<file path="config.mk">
export PLATFORM = sky130hd
export DESIGN_NAME = stopwatch_controller
export DESIGN_NICKNAME = d
export VERILOG_FILES = /design/src/rtl/stopwatch_pkg.sv /design/src/rtl/stopwatch_btn_sync_edge.sv /design/src/rtl/stopwatch_controller.sv
export SDC_FILE = /design/constraint.sdc
export NUM_CORES = 1
export LEC_CHECK = 0
export ABC_AREA = 1
export CORE_ASPECT_RATIO = 1.25
export CORE_MARGIN = 2
export CORE_UTILIZATION = 55
export CTS_BUF_LIST = sky130_fd_sc_hd__clkbuf_4
export DETAILED_ROUTE_END_ITERATION = 12
export GPL_ROUTABILITY_DRIVEN = 0
export PLACE_DENSITY_LB_ADDON = 0.25
export SKIP_LAST_GASP = 1
export SLEW_MARGIN = 20
export SYNTH_ARGS = -nofsm -noshare
export SYNTH_HDL_FRONTEND = slang
export SYNTH_HIERARCHICAL = 1
export SYNTH_SLANG_ARGS = --single-unit
</file>
<file path="constraint.sdc">
create_clock -name clk -period 3.1 [get_ports clk]
set_clock_uncertainty 0.05 [all_clocks]
set_input_delay 0.62 -clock clk [delete_from_list [all_inputs] [get_ports clk]]
set_output_delay 0.62 -clock clk [all_outputs]
set_load 0.01 [all_outputs]
</file>
<file path="src/rtl/stopwatch_pkg.sv">
// Shared definitions for the stopwatch controller: state codes, counter
// limits, display widths (matching the SevenSegEncoder inputs) and the
// time-increment helper used by the live counters.
package stopwatch_pkg;

   // Display field widths shared with SevenSegEncoder
   localparam int MINS_W = 7;
   localparam int SECS_W = 6;
   localparam int DECS_W = 7;

   // FSM state encoding
   localparam logic [1:0] ST_IDLE    = 2'd0;
   localparam logic [1:0] ST_RUNNING = 2'd1;
   localparam logic [1:0] ST_LAP     = 2'd2;
   localparam logic [1:0] ST_PAUSED  = 2'd3;

   // Roll-over points of the hundredths and seconds fields
   localparam logic [DECS_W-1:0] DECS_MAX = 7'd99;
   localparam logic [SECS_W-1:0] SECS_MAX = 6'd59;

   typedef struct packed {
      logic [MINS_W-1:0] mins;
      logic [SECS_W-1:0] secs;
      logic [DECS_W-1:0] decs;
   } sw_time_t;

   // Advance a time value by one hundredth with decs->secs->mins carries.
   // Saturation is handled by the caller, which never calls this at the limit.
   function automatic sw_time_t time_inc(input sw_time_t t);
      sw_time_t r;
      r = t;
      if (t.decs == DECS_MAX) begin
         r.decs = '0;
         if (t.secs == SECS_MAX) begin
            r.secs = '0;
            r.mins = t.mins + 7'd1;
         end else begin
            r.secs = t.secs + 6'd1;
         end
      end else begin
         r.decs = t.decs + 7'd1;
      end
      return r;
   endfunction

endpackage

</file>
<file path="src/rtl/stopwatch_btn_sync_edge.sv">
// Push-button conditioning: 2-FF synchroniser followed by a rising-edge
// detector. A held button produces exactly one single-cycle pulse; the
// pulse is visible combinationally after the second sync edge so the
// consuming FSM reacts on the third clock edge after the input rises.
module btn_sync_edge (
   input  logic clk,
   input  logic rst,
   input  logic btn,
   output logic pulse
);

   logic sync_1;
   logic sync_2;
   logic sync_prev;

   // Synchroniser chain plus one delayed copy for edge detection
   always_ff @(posedge clk or posedge rst) begin
      if (rst) begin
         sync_1    <= 1'b0;
         sync_2    <= 1'b0;
         sync_prev <= 1'b0;
      end else begin
         sync_1    <= btn;
         sync_2    <= sync_1;
         sync_prev <= sync_2;
      end
   end

   assign pulse = sync_2 & ~sync_prev;

endmodule

</file>
<file path="src/rtl/stopwatch_controller.sv">
// Stopwatch time base: button conditioning, FSM (IDLE/RUNNING/LAP/PAUSED),
// 1/100 s prescaler, saturating mins/secs/hundredths counters, lap freeze
// registers and the registered display mux feeding SevenSegEncoder.
// Button events are single-cycle pulses; when both arrive in the same
// cycle, start/stop wins and lap/reset is discarded.
module stopwatch_controller
   import stopwatch_pkg::*;
#(
   parameter int TICK_DIV = 500000,
   parameter int MAX_MINS = 99
) (
   input  logic              clk,
   input  logic              reset,
   input  logic              btn_start_stop,
   input  logic              btn_lap_reset,
   output logic [MINS_W-1:0] stopwatch_unit_mins,
   output logic [SECS_W-1:0] stopwatch_unit_secs,
   output logic [DECS_W-1:0] stopwatch_unit_decs,
   output logic              running,
   output logic              lap_active,
   output logic              overflow,
   output logic [1:0]        state_dbg
);

   // Prescaler is at least one bit wide so TICK_DIV=1 stays legal
   localparam int PW = (TICK_DIV > 1) ? $clog2(TICK_DIV) : 1;
   localparam logic [PW-1:0] PRESC_LAST = PW'(TICK_DIV - 1);

   logic          ss_ev;
   logic          lr_ev;
   logic          lr_act;
   logic [1:0]    state;
   logic [1:0]    state_nxt;
   logic          clear;
   logic          latch;
   logic          counting;
   logic          tick;
   logic          sat;
   logic [PW-1:0] presc;
   sw_time_t      live;
   sw_time_t      lap;
   sw_time_t      disp;

   btn_sync_edge u_sync_ss (
      .clk   (clk),
      .rst   (reset),
      .btn   (btn_start_stop),
      .pulse (ss_ev)
   );

   btn_sync_edge u_sync_lr (
      .clk   (clk),
      .rst   (reset),
      .btn   (btn_lap_reset),
      .pulse (lr_ev)
   );

   // start/stop has priority over a simultaneous lap/reset
   assign lr_act   = lr_ev & ~ss_ev;
   assign counting = (state == ST_RUNNING) || (state == ST_LAP);
   assign tick     = counting && (presc == PRESC_LAST);
   assign sat      = (live.mins == MINS_W'(MAX_MINS)) &&
                     (live.secs == SECS_MAX) &&
                     (live.decs == DECS_MAX);

   // Next-state decode plus the clear and lap-latch strobes
   always_comb begin
      state_nxt = state;
      clear     = 1'b0;
      latch     = 1'b0;
      case (state)
         ST_IDLE: begin
            if (ss_ev) state_nxt = ST_RUNNING;
         end
         ST_RUNNING: begin
            if (ss_ev) begin
               state_nxt = ST_PAUSED;
            end else if (lr_act) begin
               state_nxt = ST_LAP;
               latch     = 1'b1;
            end
         end
         ST_LAP: begin
            if (ss_ev)       state_nxt = ST_PAUSED;
            else if (lr_act) state_nxt = ST_RUNNING;
         end
         ST_PAUSED: begin
            if (ss_ev) begin
               state_nxt = ST_RUNNING;
            end else if (lr_act) begin
               state_nxt = ST_IDLE;
               clear     = 1'b1;
            end
         end
         default: state_nxt = ST_IDLE;
      endcase
   end

   // State register
   always_ff @(posedge clk or posedge reset) begin
      if (reset) state <= ST_IDLE;
      else       state <= state_nxt;
   end

   // Prescaler: advances only while counting, holds while paused
   always_ff @(posedge clk or posedge reset) begin
      if (reset)         presc <= '0;
      else if (clear)    presc <= '0;
      else if (tick)     presc <= '0;
      else if (counting) presc <= presc + 1'b1;
   end

   // Live counters, saturating at MAX_MINS:59.99
   always_ff @(posedge clk or posedge reset) begin
      if (reset)             live <= '0;
      else if (clear)        live <= '0;
      else if (tick && !sat) live <= time_inc(live);
   end

   // Sticky overflow: a tick arriving at saturation
   always_ff @(posedge clk or posedge reset) begin
      if (reset)            overflow <= 1'b0;
      else if (clear)       overflow <= 1'b0;
      else if (tick && sat) overflow <= 1'b1;
   end

   // Lap registers capture the pre-tick live value on entry to LAP
   always_ff @(posedge clk or posedge reset) begin
      if (reset)      lap <= '0;
      else if (latch) lap <= live;
   end

   // Registered display mux: frozen lap value in LAP, live otherwise
   always_ff @(posedge clk or posedge reset) begin
      if (reset)                 disp <= '0;
      else if (state == ST_LAP)  disp <= lap;
      else                       disp <= live;
   end

   assign stopwatch_unit_mins = disp.mins;
   assign stopwatch_unit_secs = disp.secs;
   assign stopwatch_unit_decs = disp.decs;
   assign running             = counting;
   assign lap_active          = (state == ST_LAP);
   assign state_dbg           = state;

endmodule

</file>
==> impl_metrics.json, run 1 <==
{
  "cts_buffer_depth": 2,
  "synth_edf_count": 0,
  "swShare_pct": 35.56,
  "placementRows": 35,
  "num_antenna_cells": 0,
  "dieWidth_um": 82.48,
  "mappedNetlistArea_sq_um": 4234,
  "grt_setup_unrepaired": "no",
  "routed-via-count": 3419,
  "synthTopCellsByArea": "dfrtp_1 52%, nand2_1 9.9%, o21ai_0 6.3%, nor2_1 4.8%, inv_1 4.1%",
  "finalSetupTns_ps": 0,
  "cp-start-kind": "flop",
  "path_max_fanout": 6,
  "fp.dieH_um": 102.1,
  "period_share_pct": 83.83,
  "grt_first_pass_wirelength_um": 14820,
  "grt_pass1_vias": 3244,
  "drcViolationCount": 0,
  "post_cts_buffers": 0,
  "overflow": 0,
  "clk_latency_ps": 450,
  "cellLeakagePower_nw": 2.147,
  "drive_gt1_share_pct": 10.48,
  "required_ps": 2430,
  "yosysSeqAreaShare_pct": 52.01,
  "hold_viol_final": 0,
  "pwr-share-comb_pct": 26.9,
  "antenna_found_initial": 0,
  "io_pins": 29,
  "drtIter0Drc": 219,
  "initial_core_util_pct": 57.21,
  "fin_nets": 552,
  "clk_pin_slew_ps": 130,
  "hpwl_um": 5894,
  "syn_inst": 511,
  "max_freq_mhz": 384.8,
  "drtPass1Iterations": 4,
  "die_area_sq_um": 8420,
  "cts-buffers-inserted": 9,
  "place_ws_ps": 845.9,
  "p_seq_share_pct": 49.4,
  "async_flop_share_pct": 100.0,
  "synth_top_area_share_pct": 52.01,
  "ir_drop_mv": 0.3842,
  "synth-seq-cells": 88,
  "clockPowerShare_pct": 23.7,
  "synthFlopType": "dfrtp_1",
  "syn-num-nets": 524,
  "cts_tree": "done",
  "synth_cell_types": 30,
  "htree_levels": 3,
  "setup_violations": 0,
  "tightest_slew_ps": 545.1,
  "hold_buffers": 0,
  "vias_per_cell": 5.376,
  "switchingPower_mw": 0.9699,
  "powerDensity_nw_per_um2": 575.1,
  "maxCapViolCount": 0,
  "drv_slew": 0,
  "yosysWarnings": 6,
  "synth_area_leader_cell": "dfrtp_1",
  "end_kind": "output port",
  "clock-sinks": 88,
  "crit_type": "reg -> out",
  "ant_nets": 0,
  "wl_per_cell_um": 13.05,
  "grtUsageTotal_pct": 22.76,
  "intPower_mw": 1.758,
  "port_buffers": 28,
  "syn_area_per_cell_sq_um": 8.286,
  "worst_slack_ps": 501.2,
  "grt_max_degree": 59,
  "syn_to_final_growth_pct": 12.03,
  "cp.arrival_ps": 1930,
  "routed_wl_um": 8302,
  "worstHoldPathType": "reg -> reg",
  "cts_root_buffer": "clkbuf_4",
  "status": "finished, final reports clean",
  "period_minus_slack_ps": 2599,
  "maxSlewHeadroom_pct": 63.32,
  "core-area_sq_um": 7401,
  "cts_resized": 0
}
==> Yosys cell counts (6+ instances only) <==
master and instances:
dfrtp_1 88, nor2_2 6, clkbuf_1 7, o21ai_1 10, nor2_1 54, xor2_1 6, nor3_1 9, nand2_2 6
nand3_1 31, a21oi_1 14, o21ai_0 53, nand4_1 17, inv_2 13, o21ai_2 6, buf_2 6, inv_1 46
ha_1 9, nand2_1 112
==> metal layers <==
metal  track usage (%)  up-vias  share of wire, %
met5                 0        -                 0
met4             8.590        0               1.7
met3             4.417       12               4.0
met2             36.85       80                50
met1             30.24     1610                45
li1                  -     1717                 -
==> registers in the layout, indices dropped and copies added (netlist names) <==
register,cells
live,20
presc,19
u_sync_lr/sync_1,1
stopwatch_unit_decs,7
u_sync_ss/sync_2,1
state_dbg,2
u_sync_lr/sync_prev,1
lap,20
u_sync_ss/sync_prev,1
u_sync_lr/sync_2,1
stopwatch_unit_secs,6
overflow,1
stopwatch_unit_mins,7
u_sync_ss/sync_1,1
==> power by group through the flow <==
stage / clock, mW / combinational, mW / sequential [mW]
floorplan: 0 / 0.490 / 1.37
global placement: 0 / 0.716 / 1.36
detailed placement: 0 / 0.735 / 1.37
CTS: 0.652 / 0.739 / 1.35
global route: 0.713 / 0.832 / 1.37
finish: 0.646 / 0.734 / 1.35
==> critical path, stage by stage (launching register included) <==
cell and delay (ps):
dfrtp_1 460, inv_1 120, ha_1 340, clkdlybuf4s50_1 570
==> cell usage in the layout, fill, tap and decap left out, drive strengths merged, types with 5 or more instances in the layout <==
cell,count
a21oi,14
clkbuf,9
clkdlybuf4s50,28
o21ai,69
nand2,118
xor2,6
nor2,62
nor3,9
nand4,17
nand3,33
buf,5
ha,9
inv,59
dfrtp,88
==> layout make-up <==
cell class | count | area [sq um]
clock inverter | 7 | 70.07
inverter | 59 | 222.7
tap | 92 | 115.1
multi-input combinational | 348 | 1735
fill | 646 | 2658
clock buffer | 9 | 67.56
sequential | 88 | 2202
timing repair buffer | 33 | 330.3
==> path summary, 6_finish.rpt <==
| kind | from | to | slack (ps) | depth (start not counted) |
|---|---|---|---|---|
| worst max-delay path | state_dbg[0]$_DFFE_PP0P_ | running | 500 | 3 |
| worst min-delay path | u_sync_ss/sync_1$_DFF_PP0_ | u_sync_ss/sync_2$_DFF_PP0_ | 320 | 0 |
| worst max register to register | state_dbg[0]$_DFFE_PP0P_ | live[10]$_DFFE_PP0P_ | 830 | 10 |
| worst min register to register | u_sync_ss/sync_1$_DFF_PP0_ | u_sync_ss/sync_2$_DFF_PP0_ | 320 | 0 |
| max in group asynchronous | reset | presc[9]$_DFFE_PP0P_ | 1860 | 3 |
| min in group asynchronous | reset | u_sync_ss/sync_prev$_DFF_PP0_ | 340 | 2 |
==> per-stage QoR <==
stage / hold slack, ps / power [mW] / utilization [%] / cells / instance area, sq um
5_1_grt: 333.2 / 2.910 / 64.09 / 636 / 4743
3_5_place_dp: 285.5 / 2.105 / 62.23 / 620 / 4606
3_3_place_gp: 289.9 / 2.079 / 62.23 / 620 / 4606
2_1_floorplan: 281.2 / 1.858 / - / 511 / 4234
4_1_cts: 326.8 / 2.738 / 64.09 / 636 / 4743
6_report: 319.9 / 2.728 / 64.09 / 636 / 4743
==> cell families after synthesis <==
kind of cell,synth area share [%]
AOI/OAI and AO/OA,11.44
and+or+nand+nor,25.24
adders and majority gates,2.660
xor gates and xnor gates,1.655
DFF,52.01
buffers and inverters,7.004
No activity file was read; power rests on OpenSTA's default activity.
==> run 2: changes to the inputs <==
- clock period: 3.1 -> 2.2 ns (I/O delays scaled with it)
==> impl_metrics.json, run 2 (synthesis gave the netlist of run 1 again) <==
{
  "status": "finished, final reports clean",
  "drtPass1Iterations": 5,
  "end_kind": "output port",
  "rrSetupSlack_ps": 190,
  "cts_tree": "done",
  "cp-start-kind": "flop",
  "p_seq_share_pct": 48.3,
  "fp.dieH_um": 102.1,
  "maxSlewHeadroom_pct": 63.19,
  "num_antenna_cells": 0,
  "max_freq_mhz": 470.4,
  "antenna_found_initial": 0,
  "hold_buffers": 0,
  "core-area_sq_um": 7401,
  "stdcell_count": 642,
  "clockPowerShare_pct": 22.5,
  "finalSetupTns_ps": 0,
  "cp.arrival_ps": 1640,
  "nFillCells": 632,
  "drv_slew": 0,
  "routed_wl_um": 8161,
  "final_area_sq_um": 4806,
  "switchingPower_mw": 1.359,
  "crit_type": "reg -> out",
  "rr_startpoint": "state_dbg[0]$_DFFE_PP0P_",
  "syn_to_final_growth_pct": 13.50,
  "tightest_slew_ps": 547.2,
  "die_area_sq_um": 8420,
  "grt_max_degree": 83,
  "hold_viol_final": 0,
  "cellLeakagePower_nw": 2.182,
  "drcViolationCount": 0,
  "reg2reg_depth": 9,
  "placementRows": 35,
  "drive_gt1_share_pct": 11.82,
  "powerDensity_nw_per_um2": 813.9,
  "place_inst": 625,
  "grtUsageTotal_pct": 22.13,
  "reg_top3": "lap (20), live (20), presc (19)",
  "grt_first_pass_wirelength_um": 14380,
  "required_ps": 1710,
  "drtIter0Drc": 240,
  "clk_pin_slew_ps": 130,
  "clock-sinks": 88,
  "ant_nets": 0,
  "maxCapViolCount": 0,
  "worstReg2RegEnd": "live[19]$_DFFE_PP0P_",
  "cts_buffer_depth": 2,
  "grt_setup_unrepaired": "no",
  "final_common_cell": "nand2_1",
  "fin_nets": 559,
  "place_area_sq_um": 4646,
  "clk_latency_ps": 430,
  "routed-via-count": 3463,
  "hpwl_um": 5692,
  "setup_violations": 0,
  "initial_core_util_pct": 57.21,
  "intPower_mw": 2.552,
  "grt_pass1_vias": 3291,
  "cts_root_buffer": "clkbuf_4",
  "port_buffers": 28,
  "vias_per_cell": 5.394,
  "overflow": 0,
  "path_max_fanout": 4,
  "io_pins": 29,
  "period_minus_slack_ps": 2126,
  "cts-buffers-inserted": 9,
  "finish.utilization_pct": 64.94,
  "pwr-share-comb_pct": 29.2,
  "dieWidth_um": 82.48,
  "most-common-layout-cells": "112 x nand2_1, 88 x dfrtp_1, 54 x nor2_1, 53 x o21ai_0, 44 x inv_1",
  "wl_per_cell_um": 12.71,
  "swShare_pct": 34.75,
  "period_share_pct": 96.62,
  "htree_levels": 3,
  "ir_drop_mv": 0.6136,
  "worstHoldPathType": "in -> async"
}
## run 2: changes by cell type in the layout (fill, tap and decap cells not counted), sizes merged
cell           delta
buf               +7
clkbuf            +1
clkdlybuf4s50     -1
clkinvlp          -1
dlygate4sd2       +1
inv               -1
## run 2: metal layers
metal | vias to the layer above | track usage, % | wire [um]
met1 | 1615 | 27.40 | 3608
met4 | 0 | 9.359 | 148
li1 | 1730 | - | -
met2 | 101 | 37.41 | 4034
met5 | - | 0 | 0
met3 | 17 | 4.329 | 369
## run 2: worst max-delay path: stages, from the launching register on
cell and delay, ps:
dfrtp_1 420, inv_2 110, ha_4 160, clkdlybuf4s50_1 530
## run 2: how the worst max path moves through the flow
stage / from / endpoint / slack (ps) / depth (start not counted)
after floorplan: state_dbg[0]$_DFFE_PP0P_ / live[7]$_DFFE_PP0P_ / 320 / 11
after global placement: state_dbg[0]$_DFFE_PP0P_ / live[10]$_DFFE_PP0P_ / 250 / 10
after detailed placement: state_dbg[1]$_DFFE_PP0P_ / live[11]$_DFFE_PP0P_ / 170 / 10
after CTS: state_dbg[1]$_DFFE_PP0P_ / lap_active / 40 / 3
after global routing: state_dbg[1]$_DFFE_PP0P_ / lap_active / 0.5 / 3
final: state_dbg[0]$_DFFE_PP0P_ / lap_active / 70 / 3
## run 2: cell type report
| type | instances | area [sq um] | share of cell area (%) |
|---|---|---|---|
| Sequential cell | 88 | 2202 | 45.82 |
| Multi-Input combinational cell | 348 | 1748 | 36.37 |
| Timing Repair Buffer | 40 | 381.6 | 7.941 |
| Inverter | 59 | 225.2 | 4.686 |
| Tap cell | 92 | 115.1 | 2.395 |
| Clock buffer | 10 | 75.07 | 1.562 |
| Clock inverter | 5 | 58.81 | 1.224 |
## run 2: what timing repair did
item,in CTS,in global routing
setup buffers,2,0
resized for setup,4,0
endpoints found under the setup margin,2,0
hold endpoints to repair,0,0
## run 2: metrics by stage
step	power, mW	hold WS, ps	setup slack (ps)
after global placement	2.980	285.5	252.9
after global routing	4.162	207.4	0.5121
after floorplan	2.619	143.6	319.0
final	3.912	210.1	74.34
after CTS	3.944	179.1	41.78
after detailed placement	3.020	287.0	171.9
## run 2: power by group through the flow
stage,registers [mW],logic (mW),clock network (mW)
CTS,1.89,1.14,0.917
floorplan,1.93,0.691,0
finish,1.89,1.14,0.881
global placement,1.92,1.06,0
global route,1.91,1.28,0.974
detailed placement,1.93,1.09,0
==> run 3: changes to the inputs <==
==> constraint.sdc (replaced) <==
create_clock -name clk -period 2.19 [get_ports clk]
set_clock_uncertainty 0.05 [all_clocks]
set_input_delay 0.3285 -clock clk [delete_from_list [all_inputs] [get_ports clk]]
set_output_delay 0.3285 -clock clk [all_outputs]
set_load 0.01 [all_outputs]
==> impl_metrics.json, run 3 (synthesis gave the netlist of run 1 again) <==
{
  "grt_setup_unrepaired": "no",
  "most-common-layout-cells": "112 x nand2_1, 88 x dfrtp_1, 54 x nor2_1, 53 x o21ai_0, 44 x inv_1",
  "setup_violations": 0,
  "grtUsageTotal_pct": 22.64,
  "hold_buffers": 0,
  "cp-start-kind": "flop",
  "place_area_sq_um": 4653,
  "routed-via-count": 3527,
  "cts_buffer_depth": 2,
  "io_pins": 29,
  "worst_slack_ps": 114.2,
  "drtIter0Drc": 235,
  "finalSetupTns_ps": 0,
  "clk_latency_ps": 430,
  "drive_gt1_share_pct": 12.14,
  "overflow": 0,
  "final_common_cell": "nand2_1",
  "initial_core_util_pct": 57.21,
  "powerDensity_nw_per_um2": 835.6,
  "drtPass1Iterations": 5,
  "maxCapViolCount": 0,
  "final_area_sq_um": 4833,
  "cellLeakagePower_nw": 2.204,
  "dieWidth_um": 82.48,
  "cts_root_buffer": "clkbuf_4",
  "crit_slowest_cell": "clkdlybuf4s50_1",
  "antenna_found_initial": 0,
  "status": "finished, final reports clean",
  "grt_first_pass_wirelength_um": 14890,
  "max_freq_mhz": 481.7,
  "period_minus_slack_ps": 2076,
  "fin_nets": 560,
  "wl_per_cell_um": 13.11,
  "reg_top3": "lap (20), live (20), presc (19)",
  "grt_max_degree": 49,
  "tightest_slew_ps": 400.7,
  "routed_wl_um": 8440,
  "fp.dieH_um": 102.1,
  "required_ps": 1810,
  "vias_per_cell": 5.477,
  "die_area_sq_um": 8420,
  "stdcell_count": 644,
  "path_max_fanout": 4,
  "place_inst": 626,
  "clock-sinks": 88,
  "drv_slew": 0,
  "worstHoldPathType": "in -> async",
  "core-area_sq_um": 7401,
  "htree_levels": 3,
  "maxSlewHeadroom_pct": 73.04,
  "crit_chain": "inv_2 > ha_2 > clkdlybuf4s50_1",
  "nFillCells": 605,
  "syn_to_final_growth_pct": 14.15,
  "drcViolationCount": 0,
  "port_buffers": 28,
  "ant_nets": 0,
  "ir_drop_mv": 0.7137,
  "place_ws_ps": 146.2,
  "hpwl_um": 6037,
  "placementRows": 35,
  "cts-buffers-inserted": 9,
  "hold_viol_final": 0,
  "num_antenna_cells": 0,
  "crit_type": "reg -> out",
  "slowest_delay_ps": 540,
  "cts_tree": "done",
  "clk_pin_slew_ps": 130,
  "end_kind": "output port",
  "cp.arrival_ps": 1700,
  "grt_pass1_vias": 3432,
  "period_share_pct": 94.78
}
-- run 3: worst paths after layout --
| kind | slack, ps | startpoint | endpoint | cells after the start |
|---|---|---|---|---|
| hold reg to reg | 320 | u_sync_lr/sync_1$_DFF_PP0_ | u_sync_lr/sync_2$_DFF_PP0_ | 0 |
| setup / recovery | 110 | state_dbg[0]$_DFFE_PP0P_ | lap_active | 3 |
| hold / removal | 100 | reset | u_sync_ss/sync_prev$_DFF_PP0_ | 2 |
| max in group asynchronous | 1290 | reset | lap[0]$_DFFE_PP0P_ | 3 |
| min in group clk | 270 | btn_lap_reset | u_sync_lr/sync_1$_DFF_PP0_ | 1 |
| setup reg to reg | 170 | state_dbg[0]$_DFFE_PP0P_ | live[16]$_DFFE_PP0P_ | 9 |
-- run 3: per-layer routing --
layer | track usage [%] | part of all wire (%) | wire length, um
met3 | 3.622 | 3.7 | 316
met4 | 10.77 | 2.0 | 168
met2 | 37.47 | 51 | 4279
met5 | 0 | 0 | 0
met1 | 28.80 | 44 | 3676
-- run 3: cell type report --
class / count / area (sq um) / share of cell area (%)
Multi-Input combinational cell: 348 / 1738 / 35.96
Sequential cell: 88 / 2202 / 45.56
Clock inverter: 5 / 81.33 / 1.683
Timing Repair Buffer: 41 / 389.1 / 8.051
Tap cell: 92 / 115.1 / 2.382
Clock buffer: 11 / 82.58 / 1.709
Inverter: 59 / 225.2 / 4.660
-- run 3: metrics by stage --
step	hold WS [ps]	power (mW)	utilization (%)
2_1_floorplan	32.14	2.631	-
3_3_place_gp	286.9	2.983	62.87
3_5_place_dp	285.5	3.019	62.87
4_1_cts	75.80	4.062	65.27
5_1_grt	115.2	4.275	65.31
6_report	96.38	4.039	65.31
-- run 3: power by group --
part | total, mW | switching (mW) | internal, mW
clock network | 1.02 | 0.533 | 0.490
registers | 1.90 | 0.119 | 1.78
logic | 1.12 | 0.711 | 0.405
-- run 3: timing repair --
item | 4_1_cts | 5_1_grt
endpoints found under the setup margin | 2 | 1
gates resized for setup | 1 | 2
buffers inserted | 2 | 0
-- run 3: critical path, delay by kind of cell, from the launching register on --
kind	cells	cell delay, ps
adder cells (fa/ha/maj)	1	210
flip-flops	1	420
buffers and inverters	2	630
